**src/rtl/regfile_wb_arbiter.sv**
```systemverilog
// Round-robin writeback arbiter driving the 32x32 register file write port,
// with a 31-cycle sequence that zeroes registers 1..31.
module regfile_wb_arbiter (
    input  logic        clk,
    input  logic        rst,
    input  logic        a_valid,
    output logic        a_ready,
    input  logic [4:0]  a_addr,
    input  logic [31:0] a_data,
    input  logic [3:0]  a_ben,
    input  logic        b_valid,
    output logic        b_ready,
    input  logic [4:0]  b_addr,
    input  logic [31:0] b_data,
    input  logic [3:0]  b_ben,
    input  logic        clr_req,
    output logic        clr_busy,
    output logic [4:0]  rd_addr,
    output logic [31:0] rd_in,
    output logic [3:0]  rd_ben,
    output logic        last_grant
);
    localparam int unsigned AW = 5;
    localparam int unsigned DW = 32;
    localparam int unsigned BW = 4;
    localparam logic [AW-1:0] FIRST_CLR_ADDR = AW'(1);
    localparam logic [AW-1:0] LAST_CLR_ADDR  = AW'(31);
    localparam logic [BW-1:0] BEN_ALL        = {BW{1'b1}};

    typedef enum logic {
        S_IDLE  = 1'b0,
        S_CLEAR = 1'b1
    } state_t;

    state_t          r_state;
    state_t          w_state_nxt;
    logic [AW-1:0]   r_rd_addr;
    logic [AW-1:0]   w_rd_addr_nxt;
    logic [DW-1:0]   r_rd_in;
    logic [DW-1:0]   w_rd_in_nxt;
    logic [BW-1:0]   r_rd_ben;
    logic [BW-1:0]   w_rd_ben_nxt;
    logic            r_clr_busy;
    logic            w_clr_busy_nxt;
    logic            r_last_grant;
    logic            w_last_grant_nxt;
    logic            w_arb_en;
    logic            w_grant_a;
    logic            w_grant_b;

    // Lone requester wins; on a tie the requester not granted last wins.
    always_comb begin
        w_arb_en  = (r_state == S_IDLE) && !clr_req && !rst;
        w_grant_a = a_valid && (!b_valid || r_last_grant);
        w_grant_b = b_valid && (!a_valid || !r_last_grant);
    end

    assign a_ready = w_arb_en && w_grant_a;
    assign b_ready = w_arb_en && w_grant_b;

    // Next-state and write-port drive; an idle cycle drives all zeros.
    always_comb begin
        w_state_nxt      = r_state;
        w_rd_addr_nxt    = '0;
        w_rd_in_nxt      = '0;
        w_rd_ben_nxt     = '0;
        w_clr_busy_nxt   = 1'b0;
        w_last_grant_nxt = r_last_grant;
        case (r_state)
            S_IDLE: begin
                if (clr_req) begin
                    w_state_nxt    = S_CLEAR;
                    w_rd_addr_nxt  = FIRST_CLR_ADDR;
                    w_rd_ben_nxt   = BEN_ALL;
                    w_clr_busy_nxt = 1'b1;
                end else if (a_ready) begin
                    w_rd_addr_nxt    = a_addr;
                    w_rd_in_nxt      = a_data;
                    w_rd_ben_nxt     = (a_addr == '0) ? '0 : a_ben;
                    w_last_grant_nxt = 1'b0;
                end else if (b_ready) begin
                    w_rd_addr_nxt    = b_addr;
                    w_rd_in_nxt      = b_data;
                    w_rd_ben_nxt     = (b_addr == '0) ? '0 : b_ben;
                    w_last_grant_nxt = 1'b1;
                end
            end
            S_CLEAR: begin
                // clr_req is deliberately ignored here: the sweep never restarts.
                if (r_rd_addr == LAST_CLR_ADDR) begin
                    w_state_nxt = S_IDLE;
                end else begin
                    w_rd_addr_nxt  = r_rd_addr + AW'(1);
                    w_rd_ben_nxt   = BEN_ALL;
                    w_clr_busy_nxt = 1'b1;
                end
            end
            default: begin
                w_state_nxt = S_IDLE;
            end
        endcase
    end

    // State and output registers; reset clears any clear sweep in flight.
    always_ff @(posedge clk or posedge rst) begin
        if (rst) begin
            r_state      <= S_IDLE;
            r_rd_addr    <= '0;
            r_rd_in      <= '0;
            r_rd_ben     <= '0;
            r_clr_busy   <= 1'b0;
            r_last_grant <= 1'b1;
        end else begin
            r_state      <= w_state_nxt;
            r_rd_addr    <= w_rd_addr_nxt;
            r_rd_in      <= w_rd_in_nxt;
            r_rd_ben     <= w_rd_ben_nxt;
            r_clr_busy   <= w_clr_busy_nxt;
            r_last_grant <= w_last_grant_nxt;
        end
    end

    assign rd_addr    = r_rd_addr;
    assign rd_in      = r_rd_in;
    assign rd_ben     = r_rd_ben;
    assign clr_busy   = r_clr_busy;
    assign last_grant = r_last_grant;

endmodule

```
**config.mk**
```make
export PLATFORM = sky130hd
export DESIGN_NAME = regfile_wb_arbiter
export DESIGN_NICKNAME = d
export VERILOG_FILES = /design/src/rtl/regfile_wb_arbiter.sv
export SDC_FILE = /design/constraint.sdc
export NUM_CORES = 1
export LEC_CHECK = 0
export ABC_AREA = 1
export CAP_MARGIN = 0
export CORE_ASPECT_RATIO = 0.75
export CORE_MARGIN = 10
export CORE_UTILIZATION = 38
export CTS_CLUSTER_DIAMETER = 50
export DETAILED_ROUTE_END_ITERATION = 10
export DONT_BUFFER_PORTS = 1
export PLACE_DENSITY = 0.52
export SYNTH_ARGS = -nofsm -noshare
export SYNTH_HDL_FRONTEND = slang
export SYNTH_SLANG_ARGS = --single-unit
```
**constraint.sdc**
```tcl
create_clock -name clk -period 2.15 [get_ports clk]
set_input_delay 0.3225 -clock clk [delete_from_list [all_inputs] [get_ports clk]]
set_output_delay 0.3225 -clock clk [all_outputs]
set_load 0.02 [all_outputs]
```
==> flow_summary.ini, run 1 <==
[sta]
finalHoldViolCount = 0
min_period_ns = 1.693
rsz0062_at_grt = false
timing.fmax_ghz = 0.5907
skew_ns = 0.01210
final.setup.tns_ns = 0
slew_violations = 0
setup_viol = 0
fin_ws_ns = 0.4571
relSlewSlack_pct = 64.62
worstMarginPinSlew_ns = 0.5306
timing.final.crit_share_pct = 78.74

[yosys]
synth_top_area_share_pct = 58.21
synth_area_mm2 = 0.001805
synth_top_family_by_area = compound AO/OA/AOI/OAI gates
synth_seq_area_share_pct = 59.67
synth-xor-area-share_pct = 0
ys_seq_elements = 43
synthFlopType = dfrtp_1
synth_top_cell_by_area = dfrtp_1
synth.area.mux_share_pct = 0
synth_compound_gate_area_share_pct = 17.05
synth_edf_count = 0
syn_nets = 247
synth-simple-area-share_pct = 16.01
syn_avg_cell_area_um2 = 11.43
syn_inst = 158
yosysWarnings = 0
synth_area_leaders = dfrtp_1 58%, a22o_1 16%, nand3_1 5.0%
synth_cell_type_count = 20
async_flop_share_pct = 100.0
synthAdderAreaFrac_pct = 1.386

[critical_path]
critPathRequiredTime_ns = 1.83
cp-end-kind = primary output
critical_path_class = reg -> out
rr_startpoint = rd_addr[0]
critPathArrivalTime_ns = 1.37
worst_r2r_endpoint = rd_addr[2]
reg2reg_depth = 9
start_kind = flip-flop
r2r_slack_ns = 0.47
worstPathMaxFanout = 10
crit_start = last_grant

[global_routing]
grt_util_all_layers_pct = 12.51
grt_max_degree = 44
grt_pass1_vias = 1471
grt_pass1_wl_um = 7983
grt_overflow = 0
antenna_found_initial = 0

[floorplanning]
rows = 21
core_mm2 = 0.004519
io_pins = 132
design.die.area_mm2 = 0.007937
initial_core_util_pct = 39.95
die_h_um = 79.70
die_x_um = 99.59

[placed_design]
dpl.hpwl_um = 4174
gp_congestion = 0.7801
port_buffers = 0
dp_slack_ns = 0.5141

[drt]
wl_um = 5136
drtAntennaViolNets = 0
vias_per_cell = 5.643
routedWlPerCell_um = 23.24
drt_iter0_drc = 90
vias = 1247
drt_pass1_iterations = 5
drcViolationCount = 0

[cells_and_area]
fin_nets = 252
syn_to_final_growth_pct = 9.702
antenna_cells = 0
drive_gt1_share_pct = 13.41
final_util_pct = 43.83

[min_path]
min_path_type = in -> async

[power_and_ir_drop]
clkPwrFrac_pct = 28.8
power_frac_comb_pct = 17.3
switching_share_pct = 34.23
p_per_area_mw_per_mm2 = 1099
cell_internal_pwr_mw = 1.431
worst_ir_drop_vdd_mv = 0.5363
power.leakage_nw = 0.9733
power.switching_mw = 0.7450
seqPwrFrac_pct = 53.9

[clocking]
htreeDepth = 2
hold_buffers = 0
post_cts_buffers = 0
clockBufferDepth = 2
cts_tree = done
clk_pin_slew_ns = 0.09
cts_buffers = 5
cts-resized-gates = 0
cts_num_sinks = 43
cts_root_buffer = clkbuf_8
clock_latency_ns = 0.29

[run]
drv_cap = 0

[outcome]
outcome = complete, no violations
cell usage after synthesis (2+ instances only):
| master | number |
|---|---|
| nand2_1 | 23 |
| buf_6 | 2 |
| nor2_1 | 9 |
| a22o_1 | 32 |
| ha_1 | 2 |
| buf_2 | 4 |
| dfrtp_1 | 42 |
| inv_1 | 13 |
| buf_4 | 2 |
| nand3_1 | 18 |
| nor2_8 | 2 |
how the worst max path moves through the flow:
| stage | slack (ns) | to |
|---|---|---|
| 3_5_place_dp | 0.51 | rd_addr[2] |
| 4_1_cts | 0.44 | a_ready |
| 2_1_floorplan | 0.28 | a_ready |
| 5_1_grt | 0.33 | rd_addr[2] |
| 3_3_place_gp | 0.57 | rd_addr[2] |
| 6_report | 0.46 | a_ready |
power by group through the flow:
stage | clock network, mW | logic [mW] | registers, mW
6_report | 0.626 | 0.376 | 1.17
5_1_grt | 0.679 | 0.438 | 1.20
4_1_cts | 0.647 | 0.384 | 1.18
3_5_place_dp | 0 | 0.381 | 1.19
3_3_place_gp | 0 | 0.371 | 1.19
2_1_floorplan | 0 | 0.284 | 1.17
worst max-delay path, stage by stage, from the launching register on:
cell and delay [ns]:
dfstp_2 0.62, inv_1 0.06, nand2_1 0.05, nand2_1 0.12, nor2_8 0.24
final cells by class:
cell class	instances	area (um2)
clock buffer	5	68.82
inverter	13	52.55
fill	421	2539
clock inverter	3	43.79
tap	57	71.32
timing repair buffer	6	45.04
sequential	43	1077
multi-input combinational	94	621.8
per-stage QoR:
| stage | instance area [um2] | total power, mW | cells | hold WS, ns |
|---|---|---|---|---|
| floorplan | 1809 | 1.455 | 158 | 0.3362 |
| global placement | 1868 | 1.559 | 213 | 0.4477 |
| detailed placement | 1868 | 1.574 | 213 | 0.4513 |
| CTS | 1981 | 2.207 | 221 | 0.1378 |
| global route | 1981 | 2.312 | 221 | 0.1393 |
| finish | 1981 | 2.176 | 221 | 0.1193 |
metal layers:
metal  part of all wire, %  global-route usage, %  up-vias
li1                      -                      -      559
met1                    38                  13.57      597
met2                    47                  20.52       87
met3                    14                  7.872        4
met4                  0.95                  2.429        0
met5                     0                      0        -
registers in the layout, indices dropped and copies added, names as in the netlist:
signal	count
rd_ben	4
rd_addr	5
last_grant	1
clr_busy	1
rd_in	32
cell usage in the layout (no fill, tap or decap), types with 2 or more instances in the layout:
master,n
nand2_1,23
nor2_8,2
nand3_1,18
a22o_1,32
ha_1,2
clkbuf_8,5
inv_1,12
buf_4,6
nor2_1,9
dfrtp_1,42
cell families (layout without fill, tap and decap cells):
family	after synthesis	count (layout)
buffers and inverters	21	27
adder cells (fa/ha/maj)	2	2
AND/OR/NAND/NOR	56	56
flip-flops	43	43
AO/OA/AOI/OAI	36	36
Power figures use the tool's default switching activity.
==> run 2: changes to the inputs <==
- clock period: 2.15 -> 1.5 ns (I/O delays scaled with it)
==> flow_summary.ini, run 2 (same netlist as run 1, synthesis figures left out) <==
[min_path]
min_path_type = in -> async

[sta]
finalHoldViolCount = 0
slew_violations = 0
relSlewSlack_pct = 64.91
rsz0062_at_grt = true
setup_viol = 0
timing.fmax_ghz = 0.6700
timing.final.crit_share_pct = 99.50
final.setup.tns_ns = 0
fin_ws_ns = 0.007524
min_period_ns = 1.492
worstMarginPinSlew_ns = 0.5263
skew_ns = 0.002673

[drt]
drcViolationCount = 0
drt_iter0_drc = 26
drt_pass1_iterations = 4
wl_um = 5300
routedWlPerCell_um = 22.65
drtAntennaViolNets = 0
vias_per_cell = 5.453
vias = 1276

[power_and_ir_drop]
power.leakage_nw = 1.034
cell_internal_pwr_mw = 2.048
clkPwrFrac_pct = 21.9
power_frac_comb_pct = 29.5
seqPwrFrac_pct = 48.6
switching_share_pct = 34.64
p_per_area_mw_per_mm2 = 1480
worst_ir_drop_vdd_mv = 0.7440
power.total_mw = 3.133
power.switching_mw = 1.085

[placed_design]
dp_slack_ns = 0.01551
gp_congestion = 0.8436
port_buffers = 0
dpl.hpwl_um = 4220

[floorplanning]
core_mm2 = 0.004519
io_pins = 132
rows = 21
die_h_um = 79.70
initial_core_util_pct = 39.95
design.die.area_mm2 = 0.007937
die_x_um = 99.59

[clocking]
cts_buffers = 5
cts_tree = done
cts_num_sinks = 43
clockBufferDepth = 2
clock_latency_ns = 0.28
htreeDepth = 2
cts_root_buffer = clkbuf_8
clk_pin_slew_ns = 0.08

[cells_and_area]
syn_to_final_growth_pct = 17.26
multi_input_area_um2 = 648.1
drive_gt1_share_pct = 23.73
final_common_cell = dfrtp_1
antenna_cells = 0
layout_common_cells = 42 x dfrtp_1, 32 x a22o_1, 20 x nand2_1
fin_nets = 265
seq_area_mm2 = 0.001077
largest_register_ffs = 32
fillCellCount = 419

[critical_path]
critical_path_class = reg -> out
start_kind = flip-flop
worstPathMaxFanout = 3
r2r_slack_ns = 0.03
path_cells = inv_2 > nand2_2 > nand2_4 > nor2_8 > buf_6
path_buf_inv = 2
critPathRequiredTime_ns = 1.27
cp_top_family = flip-flops
cp_slowest_cell = dfstp_2
cp-end-kind = primary output
slowest_delay_ns = 0.55
critPathArrivalTime_ns = 1.27

[global_routing]
grt_max_degree = 44
grt_pass1_vias = 1423
grt_overflow = 0
grt_util_all_layers_pct = 12.60
antenna_found_initial = 0
grt_pass1_wl_um = 7866

[run]
drv_cap = 0

[outcome]
outcome = complete, no violations
[run 2: cell count changes in the layout (fill, tap and decap cells not counted), moves of 2 or more]
cell,change
buf_12,+2
buf_4,+7
buf_6,+4
nand2_1,-3
nand2_2,+2
[run 2: worst paths after layout]
| kind | cells past startpoint | endpoint | from |
|---|---|---|---|
| worst max-delay path | 5 | a_ready | last_grant |
| worst min-delay path | 2 | clr_busy | rst |
| worst max register to register | 7 | rd_addr[0] | rd_addr[0] |
| worst min register to register | 3 | rd_addr[1] | rd_addr[1] |
| max in group asynchronous | 2 | rd_in[29] | rst |
| min in group clk | 2 | rd_addr[1] | b_addr[1] |
[run 2: cell type report]
type | count | area share [%]
clock inverter | 2 | 0.5910
inverter | 13 | 2.482
timing repair buffer | 19 | 8.629
tap | 57 | 3.369
multi-input combinational | 94 | 30.61
clock buffer | 6 | 3.428
sequential | 43 | 50.89
[run 2: timing repair]
item / in CTS / in global routing
buffers inserted: 3 / 1
resized for setup: 2 / 11
hold buffers: 0 / 0
endpoints found under the setup margin: 2 / 40
hold endpoints to repair: 0 / 0
pin swaps: 2 / 5
[run 2: layer usage]
metal	share of wire [%]	vias up	GRT usage [%]
met5	0	-	0
met2	48	85	20.26
met4	1.6	0	3.714
met3	15	8	9.083
met1	36	597	12.85
li1	-	586	-
[run 2: power groups by stage]
stage | sequential (mW) | clock (mW) | combinational [mW]
final | 1.52 | 0.686 | 0.926
after global routing | 1.55 | 0.754 | 1.02
after CTS | 1.52 | 0.723 | 0.862
after detailed placement | 1.54 | 0 | 0.847
after global placement | 1.54 | 0 | 0.837
after floorplan | 1.68 | 0 | 0.421
[run 2: worst reg2reg max path, delay by kind of cell, from the launching register on]
kind | cells | cell delay, ns
adder cells (fa/ha/maj) | 2 | 0.41
AO/OA/AOI/OAI | 1 | 0.21
buffers and inverters | 1 | 0.09
flip-flops | 1 | 0.39
AND/OR/NAND/NOR | 3 | 0.26
[run 2: stage by stage]
step	hold WS, ns	cells	area, um2	utilization (%)
2_1_floorplan	0.2379	158	1847	-
3_3_place_gp	0.3409	222	1966	43.49
3_5_place_dp	0.3501	222	1966	43.49
4_1_cts	0.03602	233	2079	46.01
5_1_grt	0.04842	234	2117	46.84
6_report	0.005559	234	2117	46.84
==> run 3: changes to the inputs <==
- REMOVE_ABC_BUFFERS: default -> 1
==> flow_summary.ini, run 3 (same netlist as run 1, synthesis figures left out) <==
[floorplanning]
initial_core_util_pct = 39.95
design.die.area_mm2 = 0.007937
io_pins = 132
die_h_um = 79.70
core_mm2 = 0.004519
rows = 21
die_x_um = 99.59

[critical_path]
rr_startpoint = rd_addr[0]
start_kind = flip-flop
critPathRequiredTime_ns = 1.27
critPathArrivalTime_ns = 1.31
reg2reg_depth = 9
crit_start = last_grant
worstPathMaxFanout = 7
worst_r2r_endpoint = rd_addr[2]
r2r_slack_ns = 0.04
critical_path_class = reg -> out
cp-end-kind = primary output
cp-endpoint = a_ready

[placed_design]
dpl.hpwl_um = 4324
gp_congestion = 0.8041
post_dp_cell_area_mm2 = 0.001934
dp_cells = 219
port_buffers = 0

[clocking]
clock_latency_ns = 0.29
clockBufferDepth = 2
htreeDepth = 2
cts_tree = done
clk_pin_slew_ns = 0.08
cts_buffers = 5
cts_num_sinks = 43
cts_root_buffer = clkbuf_8

[sta]
skew_ns = 0.003841
timing.fmax_ghz = 0.6497
fin_ws_ns = -0.03922
worstMarginPinSlew_ns = 0.5402
timing.final.crit_share_pct = 102.6
finalHoldViolCount = 0
relSlewSlack_pct = 63.98
min_period_ns = 1.539
rsz0062_at_grt = true
setup_viol = 1
slew_violations = 0

[global_routing]
grt_overflow = 0
grt_pass1_vias = 1429
grt_pass1_wl_um = 8238
antenna_found_initial = 0
grt_max_degree = 44
grt_util_all_layers_pct = 13.49

[power_and_ir_drop]
clkPwrFrac_pct = 22.6
power.switching_mw = 1.112
worst_ir_drop_vdd_mv = 0.7481
p_per_area_mw_per_mm2 = 1477
seqPwrFrac_pct = 48.6
power.leakage_nw = 1.051
power.total_mw = 3.157
cell_internal_pwr_mw = 2.046
switching_share_pct = 35.20
power_frac_comb_pct = 28.9

[drt]
drt_iter0_drc = 25
wl_um = 5640
vias_per_cell = 5.645
drt_pass1_iterations = 4
drcViolationCount = 0
vias = 1321
drtAntennaViolNets = 0
routedWlPerCell_um = 24.10

[cells_and_area]
fillCellCount = 402
syn_to_final_growth_pct = 18.43
final_common_cell = dfrtp_1
final_util_pct = 47.31
largest_register_ffs = 32
drive_gt1_share_pct = 22.60
postLayoutCellArea_mm2 = 0.002138
fin_nets = 265
layout_common_cells = 42 x dfrtp_1, 32 x a22o_1, 20 x nand2_1
final_cell_count_no_fill = 234
antenna_cells = 0

[outcome]
outcome = finished, violations left
violations = setup timing

[min_path]
min_path_type = in -> async

[run]
drv_cap = 0
[run 3: changes by cell type in the layout (fill, tap and decap cells not counted), sizes merged]
cell	change
inv	+1
bufbuf	+1
buf	-1
clkinvlp	-1
[run 3: cell type report]
| cell class | instances | area (um2) | share of cell area [%] |
|---|---|---|---|
| Sequential cell | 43 | 1077 | 50.38 |
| Clock inverter | 2 | 12.51 | 0.5851 |
| Clock buffer | 6 | 72.57 | 3.394 |
| Tap cell | 57 | 71.32 | 3.335 |
| Timing Repair Buffer | 19 | 216.5 | 10.12 |
| Multi-Input combinational cell | 94 | 639.4 | 29.90 |
| Inverter | 13 | 48.80 | 2.282 |
[run 3: critical path, cell delays in order, from the launching register on]
cell and delay (ns):
dfstp_2 0.57, inv_2 0.04, nand2_2 0.08, nand2_4 0.07, nor2_8 0.11, buf_12 0.15
[run 3: power groups by stage]
stage / logic [mW] / registers [mW] / clock network [mW]
after floorplan: 0.392 / 1.68 / 0
after global placement: 0.809 / 1.55 / 0
after detailed placement: 0.835 / 1.55 / 0
after CTS: 0.872 / 1.54 / 0.744
after global routing: 0.997 / 1.56 / 0.775
final: 0.911 / 1.53 / 0.712
[run 3: repair_timing]
item	4_1_cts	5_1_grt
buffers inserted	3	2
hold buffers	0	0
cloned	2	0
endpoints found under the setup margin	2	35
pin swaps	2	4
gates resized for setup	2	7
[run 3: worst min-delay path by stage]
| stage | startpoint | end |
|---|---|---|
| final | rst | clr_busy |
| after detailed placement | a_addr[4] | rd_addr[4] |
| after floorplan | a_addr[1] | rd_addr[1] |
| after global placement | rst | rd_addr[3] |
| after global routing | a_data[4] | rd_in[4] |
| after CTS | a_addr[4] | rd_addr[4] |
[run 3: metrics by stage]
stage | hold slack (ns) | setup TNS [ns] | setup slack, ns
6_report | 0.004624 | -0.03922 | -0.03922
2_1_floorplan | 0.3449 | -25.43 | -0.6699
3_3_place_gp | 0.3486 | 0 | 0.1051
3_5_place_dp | 0.3507 | 0 | 0.03128
4_1_cts | 0.03393 | -0.7009 | -0.07267
5_1_grt | 0.03987 | -0.1596 | -0.09521
[run 3: routing by layer]
metal | part of all wire [%] | GRT usage [%] | up-vias
met1 | 37 | 14.64 | 644
met4 | 1.1 | 4.286 | 0
met2 | 48 | 21.56 | 82
li1 | - | - | 587
met3 | 13 | 8.218 | 8
met5 | 0 | 0 | -
